$ cat config.mk
export PLATFORM = sky130hd
export DESIGN_NAME = mux16_rr_arbiter
export DESIGN_NICKNAME = d
export VERILOG_FILES = /design/src/rtl/mux_ctrl_pkg.sv /design/src/rtl/mux16to1.sv /design/src/rtl/mux16_rr_arbiter.sv
export SDC_FILE = /design/constraint.sdc
export NUM_CORES = 1
export LEC_CHECK = 0
export CORE_MARGIN = 2
export CORE_UTILIZATION = 45
export DETAILED_ROUTE_END_ITERATION = 8
export GPL_TIMING_DRIVEN = 0
export PLACE_DENSITY = 0.68
export SLEW_MARGIN = 30
export SYNTH_ARGS = -nofsm -noshare
export SYNTH_HDL_FRONTEND = slang
export SYNTH_SLANG_ARGS = --single-unit
$ cat constraint.sdc
create_clock -name clk -period 9.7 [get_ports clk]
set_input_delay 1.94 -clock clk [delete_from_list [all_inputs] [get_ports clk]]
set_output_delay 1.94 -clock clk [all_outputs]
set_load 0.01 [all_outputs]
$ cat src/rtl/mux_ctrl_pkg.sv
// Shared types and the round-robin pick helper for the mux16 arbiter.
package mux_ctrl_pkg;

    localparam int N     = 16;
    localparam int SEL_W = 4;

    typedef enum logic [0:0] {
        ST_IDLE  = 1'b0,
        ST_GRANT = 1'b1
    } state_e;

    typedef struct packed {
        logic             found;
        logic [SEL_W-1:0] idx;
    } pick_t;

    // Scan downwards so the last hit is the requester closest to ptr.
    function automatic pick_t rr_pick(input logic [N-1:0] req, input logic [SEL_W-1:0] ptr);
        pick_t            p;
        logic [SEL_W-1:0] idx;
        p = '0;
        for (int k = N - 1; k >= 0; k--) begin
            idx = ptr + SEL_W'(k);
            if (req[idx]) begin
                p.found = 1'b1;
                p.idx   = idx;
            end
        end
        return p;
    endfunction

endpackage

$ cat src/rtl/mux16to1.sv
// 16:1 single-bit data multiplexer shared by the arbitrated requesters.
module mux16to1 (
    input  logic [3:0]  sel,
    input  logic [15:0] in,
    output logic        y
);

    assign y = in[sel];

endmodule

$ cat src/rtl/mux16_rr_arbiter.sv
// Round-robin grant FSM with bounded hold, sequencing the select of mux16to1.
//   state    | meaning
//   ST_IDLE  | no grant; arbitrate from ptr on the next edge
//   ST_GRANT | grant held until req[sel] drops or hold limit reached
module mux16_rr_arbiter
    import mux_ctrl_pkg::*;
#(
    parameter int N        = 16,
    parameter int SEL_W    = 4,
    parameter int MAX_HOLD = 8
) (
    input  logic             clk,
    input  logic             rst_n,
    input  logic [N-1:0]     req,
    input  logic [N-1:0]     in,
    output logic [N-1:0]     grant,
    output logic [SEL_W-1:0] sel,
    output logic             y,
    output logic             valid
);

    localparam int HC_W = (MAX_HOLD > 1) ? $clog2(MAX_HOLD) : 1;

    state_e           state_q,    state_d;
    logic [SEL_W-1:0] ptr_q,      ptr_d;
    logic [SEL_W-1:0] sel_q,      sel_d;
    logic [N-1:0]     grant_q,    grant_d;
    logic [HC_W-1:0]  hold_cnt_q, hold_cnt_d;
    pick_t            pick;
    logic             mux_y;

    always_comb begin
        state_d    = state_q;
        ptr_d      = ptr_q;
        sel_d      = sel_q;
        grant_d    = grant_q;
        hold_cnt_d = hold_cnt_q;
        pick       = rr_pick(req, ptr_q);
        case (state_q)
            ST_IDLE: begin
                if (pick.found) begin
                    sel_d      = pick.idx;
                    grant_d    = N'(1) << pick.idx;
                    hold_cnt_d = '0;
                    state_d    = ST_GRANT;
                end
            end
            ST_GRANT: begin
                // Drop and hold expiry collapse into one release.
                if (!req[sel_q] || hold_cnt_q == HC_W'(MAX_HOLD - 1)) begin
                    grant_d    = '0;
                    ptr_d      = sel_q + SEL_W'(1);
                    hold_cnt_d = '0;
                    state_d    = ST_IDLE;
                end else begin
                    hold_cnt_d = hold_cnt_q + HC_W'(1);
                end
            end
            default: state_d = ST_IDLE;
        endcase
    end

    always_ff @(posedge clk or negedge rst_n) begin
        if (!rst_n) begin
            state_q    <= ST_IDLE;
            ptr_q      <= '0;
            sel_q      <= '0;
            grant_q    <= '0;
            hold_cnt_q <= '0;
        end else begin
            state_q    <= state_d;
            ptr_q      <= ptr_d;
            sel_q      <= sel_d;
            grant_q    <= grant_d;
            hold_cnt_q <= hold_cnt_d;
        end
    end

    mux16to1 u_mux (
        .sel (sel_q),
        .in  (in),
        .y   (mux_y)
    );

    assign grant = grant_q;
    assign sel   = sel_q;
    assign valid = |grant_q;
    assign y     = mux_y & valid;

endmodule

==> metrics.txt, run 1 <==
mean post-synth cell area 9.63 um^2; via count 4,076; setup tns final 0 ns; Pre-antenna DRT Iters 5; CP cell instances clkdlybuf4s50_1 > mux4_2 > mux2_2 > o211a_1 > clkdlybuf4s50_1; Seq/Total Area, Yosys 16.6%; CORE AREA 9150 um^2; xor/xnor share of the synthesized area 3.54%; IO Port Bufs 55; Fillers 840; Syn Inst Count 437; final hold viol count 0; top area cells in the synthesized netlist dfrtp_1 17%, mux4_2 16%, mux2i_1 9.5%; Synth Area in Simple Gates 18.6%; status finished, final reports clean; Die Span X 101 um; Die Y 101 um; most frequent cells after synthesis 44 x nand2_1, 40 x mux2i_1, 29 x mux4_2; Tcrit/Tclk final 58.7%; initial drt markers 347; vias in the first global route 3,993; Post-Synth Adder-Cell Area 2.97%; slowest cell on the critical path clkdlybuf4s50_1; Slew headroom 38.7%; Startpoint Class input port; Routed WL 13,100 um; Yosys cell types 85; cell taking the most area after synthesis dfrtp_1; DR WL/cell 21.5 um; most frequent cell after synthesis nand2_1; CP Class input port to output port; CP Max Fanout 1; Final nets 541; CP arrival 3.75 ns; final non-filler cell total 607; Tot GR Track Use 26.3%; initial core utilization 46.0%; Post-synth ARST share 100%; Clock Skews 0.00315 ns; ys flop type dfrtp_1; hold_buf cts 0; Setup Buffers After CTS 0; Placer Congestion 0.951; Post-DRT Antenna Nets 0; max cap viols 0; row count 35; Layout area overhead 17.7%; post_cts resized 0; Clock Path Buffers 2; CTS H-Tree Depth 1; number of flops mapped to enable cells by yosys 0; CTS tree yes; Final setup viols 0; top-area cell type share of the netlist area 16.6%; largest net degree at the start of global routing 29; clk_lat worst skew 0.28 ns; layout cells sized above 1 19.8%; crit end category output port; Die ar. 10,100 um^2; RSZ-0062 raised after global routing no; initial antenna violation count 0; synthesis warning total 0; Compound-Gate Fraction of Synth Area 20.5%; Num CTS Buffers 3; CP peak stage delay 0.48 ns; largest family of logic cells by synthesized area multiplexers; first-pass GRT wire length 21,000 um; DP Wirelength 10,300 um; pin slew with the least headroom to its limit 0.917 ns; n_diodes 0; vias per cell 6.71; HP Class flop to flop; clock root buffer clkbuf_8; Synth Register Bits 28; Post-Syn Area 4210 um^2; CP required 7.76 ns; Residual DRC 0; Reg clk slew, reported paths 0.09 ns; post-route minimum period 5.69 ns; mux contribution to synthesized area 32.6%; total congestion overflow 0; Ports 56; Achievable Freq 176 MHz; fin. max-slew vios 0; placed cells 603; Syn Nets 481; CTS Sinks 28; cell repeated most along the worst path clkdlybuf4s50_1
-- critical path, delay by kind of cell --
| kind | cells | cell delay, ns |
|---|---|---|
| compound gates | 1 | 0.20 |
| buf+inv | 2 | 0.89 |
| mux | 2 | 0.73 |
-- logic make-up after synthesis --
group,Yosys count
compound gates,110
xor+xnor,17
fa+ha+maj,10
buf+inv,34
flops,28
mux,94
simple gates,144
-- stage by stage --
stage                     util [%]  hold WS (ns)  instance area (um^2)  setup slack [ns]
after floorplan                  -         0.477                  4210              4.89
after global routing          54.2         0.556                  4960              3.94
after global placement        53.5         0.495                  4900              3.97
after CTS                     54.1         0.523                  4950              3.99
final                         54.2         0.517                  4960              4.01
after detailed placement      53.5         0.501                  4890              3.97
-- metal layers --
| layer | part of all wire, % | global-route usage, % | vias to the layer above |
|---|---|---|---|
| met5 | 0 | 0 | - |
| met4 | 2.0 | 6.43 | 0 |
| met2 | 47 | 42.5 | 202 |
| met3 | 6.4 | 3.61 | 29 |
| met1 | 45 | 37.3 | 1990 |
| li1 | - | - | 1855 |
-- state kept, by name (all words and copies together), names as in the netlist --
register / flops
grant: 16
ptr_q: 4
hold_cnt_q: 3
sel: 4
state_q: 1
-- layout make-up --
cell class	count	area [um^2]	share of cell area, %
multi-input cells	375	3300	66.5
well taps	111	139	2.80
clock buffers	4	55.1	1.11
flip-flops and latches	28	701	14.1
repair buffers	55	546	11.0
plain buffers	25	185	3.74
inverters	9	33.8	0.681
-- layout by cell type (no fill, tap or decap), types with 16 or more instances in the layout --
cell and count:
clkdlybuf4s50_1 54, nand2_1 44, mux2i_1 40, mux4_2 29, dfrtp_1 28, nor2_1 24
mux2_2 18, o31ai_1 17, nand3_1 16, a21oi_1 16, o21ai_0 16
-- path summary, 6_finish.rpt --
| check | end | from | slack (ns) | cells after the start |
|---|---|---|---|---|
| worst max register to register | grant[3] | ptr_q[0] | 4.55 | 16 |
| worst min-delay path | grant[3] | grant[3] | 0.52 | 2 |
| max in group asynchronous | ptr_q[2] | rst_n | 7.63 | 1 |
| min in group asynchronous | hold_cnt_q[2] | rst_n | 1.67 | 1 |
| worst min register to register | grant[3] | grant[3] | 0.52 | 2 |
| worst max-delay path | y | in[11] | 4.01 | 5 |
Power of run 1 is left out: the tool's default activity adds up to more than one toggle a clock period on the data nets, which glitch-free logic cannot reach.
==> run 2, diff against run 1 <==
--- a/config.mk
+++ b/config.mk
@@ -9,7 +9,7 @@
 export CORE_UTILIZATION = 45
 export DETAILED_ROUTE_END_ITERATION = 8
 export GPL_TIMING_DRIVEN = 0
-export PLACE_DENSITY = 0.68
+export PLACE_DENSITY = 0.71
 export SLEW_MARGIN = 30
 export SYNTH_ARGS = -nofsm -noshare
 export SYNTH_HDL_FRONTEND = slang
==> constraint.sdc (replaced) <==
create_clock -name clk -period 5.2 [get_ports clk]
set_input_delay 1.04 -clock clk [delete_from_list [all_inputs] [get_ports clk]]
set_output_delay 1.04 -clock clk [all_outputs]
set_load 0.01 [all_outputs]
==> metrics.txt, run 2 (same netlist as run 1, synthesis figures left out) <==
Reg clk slew, reported paths 0.10 ns; layout cells sized above 1 20.8%; initial drt markers 324; initial core utilization 46.0%; initial antenna violation count 0; Fin Hold WS 0.523 ns; Slew headroom 46.6%; most frequent cells in the layout 54 x clkdlybuf4s50_1, 44 x nand2_1, 40 x mux2i_1, 29 x mux4_2, 27 x dfrtp_1; Achievable Freq 204 MHz; vias per cell 6.70; hold_buf cts 0; number of flip-flops under the largest register name 16; row count 35; FF+latch area 702 um^2; IO Port Bufs 55; largest net degree at the start of global routing 29; CP required 5.38 ns; Residual DRC 0; Worst R2R Start ptr_q[1]; WP buf/inv 6; max cap viols 0; area of the multi-input gates 3320 um^2; worst setup margin 0.292 ns; Clock Skews 0.00293 ns; CP cell instances buf_4 > inv_1 > buf_2 > ha_1 > buf_6 > buf_8 > buf_8 > mux2_1 > o21ai_0 > nor3_1 > nor2_1 > mux2_1 > o41ai_4 > nand4_2 > o31ai_1; Ports 56; vias in the first global route 3,876; Placer Congestion 0.996; crit end category flop; setup tns final 0 ns; CP Class flop to flop; first-pass GRT wire length 20,700 um; Layout area overhead 18.7%; DR WL/cell 21.6 um; Pre-antenna DRT Iters 5; status finished, final reports clean; DP Wirelength 10,200 um; Tcrit/Tclk final 94.4%; CP arrival 5.09 ns; CP Max Fanout 13; hold path startpoint grant[7]; slowest cell on the critical path o41ai_4; clk_lat worst skew 0.28 ns; CORE AREA 9150 um^2; CP peak stage delay 0.55 ns; Final setup viols 0; Die Span X 101 um; Num CTS Buffers 3; post_cts resized 1; Post-DRT Antenna Nets 0; Setup Buffers After CTS 0; placed cells 603; Startpoint Class flop; HP Class flop to flop; final hold viol count 0; via count 4,069; post-route minimum period 4.91 ns; clock root buffer clkbuf_8; CTS Sinks 28; CP startpoint ptr_q[1]; Routed WL 13,100 um; pin slew with the least headroom to its limit 0.791 ns; CTS tree yes; Final nets 541; CTS H-Tree Depth 1; Fillers 818; Tot GR Track Use 26.1%; Die Y 101 um; commonest non-fill, non-tap cell in the layout clkdlybuf4s50_1; Die ar. 10,100 um^2; pre-CTS WS 0.0123 ns; fin. max-slew vios 0; Clock Path Buffers 2; RSZ-0062 raised after global routing no; CP delay by family, top compound AO/OA/AOI/OAI gates; total congestion overflow 0; final non-filler cell total 607; n_diodes 0
run 2: path summary, 6_finish.rpt:
| check | cells after the start | end | slack, ns |
|---|---|---|---|
| worst max-delay path | 15 | grant[10] | 0.29 |
| worst min-delay path | 2 | grant[7] | 0.52 |
| worst max register to register | 15 | grant[10] | 0.29 |
| worst min register to register | 2 | grant[7] | 0.52 |
| max in group asynchronous | 1 | ptr_q[1] | 4.01 |
| min in group asynchronous | 1 | grant[5] | 0.76 |
run 2: layer usage:
metal / up-vias / GRT usage, % / wire [um]
met5: - / 0 / 0
li1: 1846 / - / -
met1: 2017 / 37.2 / 5750
met4: 0 / 6.43 / 250
met2: 181 / 42.9 / 6290
met3: 25 / 2.50 / 841
run 2: through the flow:
| step | util, % | area (um^2) |
|---|---|---|
| floorplan | - | 4210 |
| global placement | 53.5 | 4900 |
| detailed placement | 53.5 | 4890 |
| CTS | 54.3 | 4970 |
| global route | 54.6 | 5000 |
| finish | 54.6 | 5000 |
run 2: tightest hold or removal path: stages, from the launching register on:
cell and delay [ns]:
dfrtp_1 0.38, nand2_1 0.06, o31ai_1 0.05
run 2: final cells by class:
type                    instances  area share [%]
multi-input cells             375            66.4
clock buffers                   3           0.826
inverters                       9           0.676
repair buffers                 55            10.9
flip-flops and latches         28            14.0
well taps                     111            2.78
plain buffers                  25            3.73
clock inverters                 1           0.601
Power of run 2 is left out for the same reason.
==> run 3, diff against run 2 <==
--- a/config.mk
+++ b/config.mk
@@ -5,7 +5,6 @@
 export SDC_FILE = /design/constraint.sdc
 export NUM_CORES = 1
 export LEC_CHECK = 0
-export CORE_MARGIN = 2
 export CORE_UTILIZATION = 45
 export DETAILED_ROUTE_END_ITERATION = 8
 export GPL_TIMING_DRIVEN = 0
@@ -13,4 +12,5 @@
 export SLEW_MARGIN = 30
 export SYNTH_ARGS = -nofsm -noshare
 export SYNTH_HDL_FRONTEND = slang
+export SYNTH_HIERARCHICAL = 1
 export SYNTH_SLANG_ARGS = --single-unit
==> metrics.txt, run 3 <==
mean post-synth cell area 9.85 um^2; Die Y 95.9 um; Syn Inst Count 403; CP arrival 5.02 ns; top-area cell type share of the netlist area 18.7%; most frequent cells after synthesis 35 x nor2_1, 33 x mux2i_1, 33 x mux4_2, 33 x nand2_1, 28 x dfrtp_1; Slew headroom 40.4%; top area cells in the synthesized netlist mux4_2 19%, dfrtp_1 18%, mux2i_1 8.3%; post-route cell area 4700 um^2; pin slew with the least headroom to its limit 0.888 ns; setup tns final 0 ns; Worst R2R Start ptr_q[1]; Hold Path Sink hold_cnt_q[1]; clk_lat worst skew 0.27 ns; synthesis warning total 6; Startpoint Class flop; IO Port Bufs 55; Clock Skews 0.00410 ns; initial core utilization 47.4%; total congestion overflow 0; CTS H-Tree Depth 1; largest net degree at the start of global routing 29; Syn Nets 447; vias in the first global route 3,728; Post-synth ARST share 100%; Die ar. 9200 um^2; Ports 56; Layout area overhead 18.4%; layout cells sized above 1 18.9%; row count 33; depth of the most critical reg-to-reg path 16; Reg-to-Reg End grant[15]; reg-to-reg slack, setup 0.37 ns; status finished, final reports clean; Residual DRC 0; Fillers 761; hold depth 1; n_diodes 0; initial antenna violation count 0; Seq/Total Area, Yosys 17.6%; Area after DPL 4650 um^2; Achievable Freq 207 MHz; CP required 5.38 ns; Tot GR Track Use 27.9%; Reg clk slew, reported paths 0.09 ns; CP Max Fanout 19; CP Class flop to flop; max cap viols 0; Routed WL 12,000 um; crit end category flop; Pre-antenna DRT Iters 5; Clock Path Buffers 2; first-pass GRT wire length 19,500 um; RSZ-0062 raised after global routing no; Yosys cell types 70; Post-DRT Antenna Nets 0; most frequent cells in the layout 54 x clkdlybuf4s50_1, 35 x nor2_1, 33 x mux4_2, 33 x mux2i_1, 33 x nand2_1; Final setup viols 0; hold path startpoint hold_cnt_q[1]; cell taking the most area after synthesis mux4_2; Die Span X 95.9 um; Post-Syn Area 3970 um^2; vias per cell 6.75; commonest non-fill, non-tap cell in the layout clkdlybuf4s50_1; CTS tree yes; ys flop type dfrtp_1; Synth Register Bits 28; clock root buffer clkbuf_8; Num CTS Buffers 3; number of flip-flops under the largest register name 16; most frequent cell after synthesis nor2_1; post-route minimum period 4.83 ns; DR WL/cell 21.2 um; Final nets 506; fin. max-slew vios 0; DP Wirelength 9400 um; number of flops mapped to enable cells by yosys 0; Placer Congestion 0.953; CTS Sinks 28; via count 3,823; Final Util 56.1%; CORE AREA 8380 um^2; Tcrit/Tclk final 93.0%; HP Class flop to flop; final hold viol count 0; initial drt markers 288
run 3: changes by cell type after synthesis, sizes merged, moves of 8 or more:
cell and delta:
o31ai -17, o21ai +14, nand2 -12, nor2 +11
a22o +8
run 3: logic make-up (layout without fill, tap and decap cells):
kind of cell | after synthesis | count (layout) | synth area share [%]
compound gates | 103 | 103 | 19.1
flops | 28 | 28 | 17.6
simple gates | 121 | 121 | 14.9
xor+xnor | 14 | 14 | 3.66
buf+inv | 32 | 90 | 4.13
mux | 95 | 95 | 37.4
fa+ha+maj | 10 | 10 | 3.15
run 3: worst max-delay path, cell delays in order, from the launching register on:
cell      delay, ns
dfrtp_1        0.52
clkbuf_4       0.44
inv_1          0.31
ha_1           0.39
buf_4          0.17
clkbuf_2       0.29
mux4_2         0.42
mux2_2         0.33
mux2i_1        0.25
nand3b_1       0.12
or4_1          0.57
and2_1         0.21
buf_6          0.15
nor2_4         0.16
buf_2          0.24
nand2_1        0.07
o21ai_0        0.09
run 3: cell type report:
type | count | area, um^2 | area share (%)
Buffer | 21 | 126 | 2.69
Tap cell | 105 | 131 | 2.79
Clock buffer | 4 | 55.1 | 1.17
Multi-Input combinational cell | 343 | 3110 | 66.0
Inverter | 10 | 37.5 | 0.798
Timing Repair Buffer | 55 | 546 | 11.6
Sequential cell | 28 | 701 | 14.9
run 3: stage by stage:
step	instances	setup slack (ns)	hold slack (ns)
2_1_floorplan	403	0.879	0.477
3_3_place_gp	563	-0.405	0.497
3_5_place_dp	563	-0.432	0.503
4_1_cts	566	0.0286	0.530
5_1_grt	566	0.0930	0.550
6_report	566	0.365	0.531
run 3: what timing repair did:
item                                    CTS  global route
hold buffers                              0             0
gates cloned                              0             0
buffers inserted                          0             0
endpoints found under the hold margin     0             0
endpoints found under the setup margin   20            17
pin swaps                                 0             0
gates resized for setup                   0             3
run 3: worst max path at each step:
stage	depth (start not counted)	endpoint	start
finish	16	grant[15]	ptr_q[1]
detailed placement	16	grant[1]	ptr_q[1]
floorplan	16	grant[1]	ptr_q[1]
global placement	16	grant[2]	ptr_q[1]
global route	13	grant[10]	ptr_q[1]
CTS	15	grant[1]	ptr_q[1]
run 3: routing by layer:
metal	GRT usage (%)	up-vias	share of wire [%]
li1	-	1696	-
met1	39.5	1890	44
met2	43.5	217	45
met3	5.13	20	8.9
met4	7.96	0	2.1
met5	0	-	0
Power of run 3 is left out for the same reason.
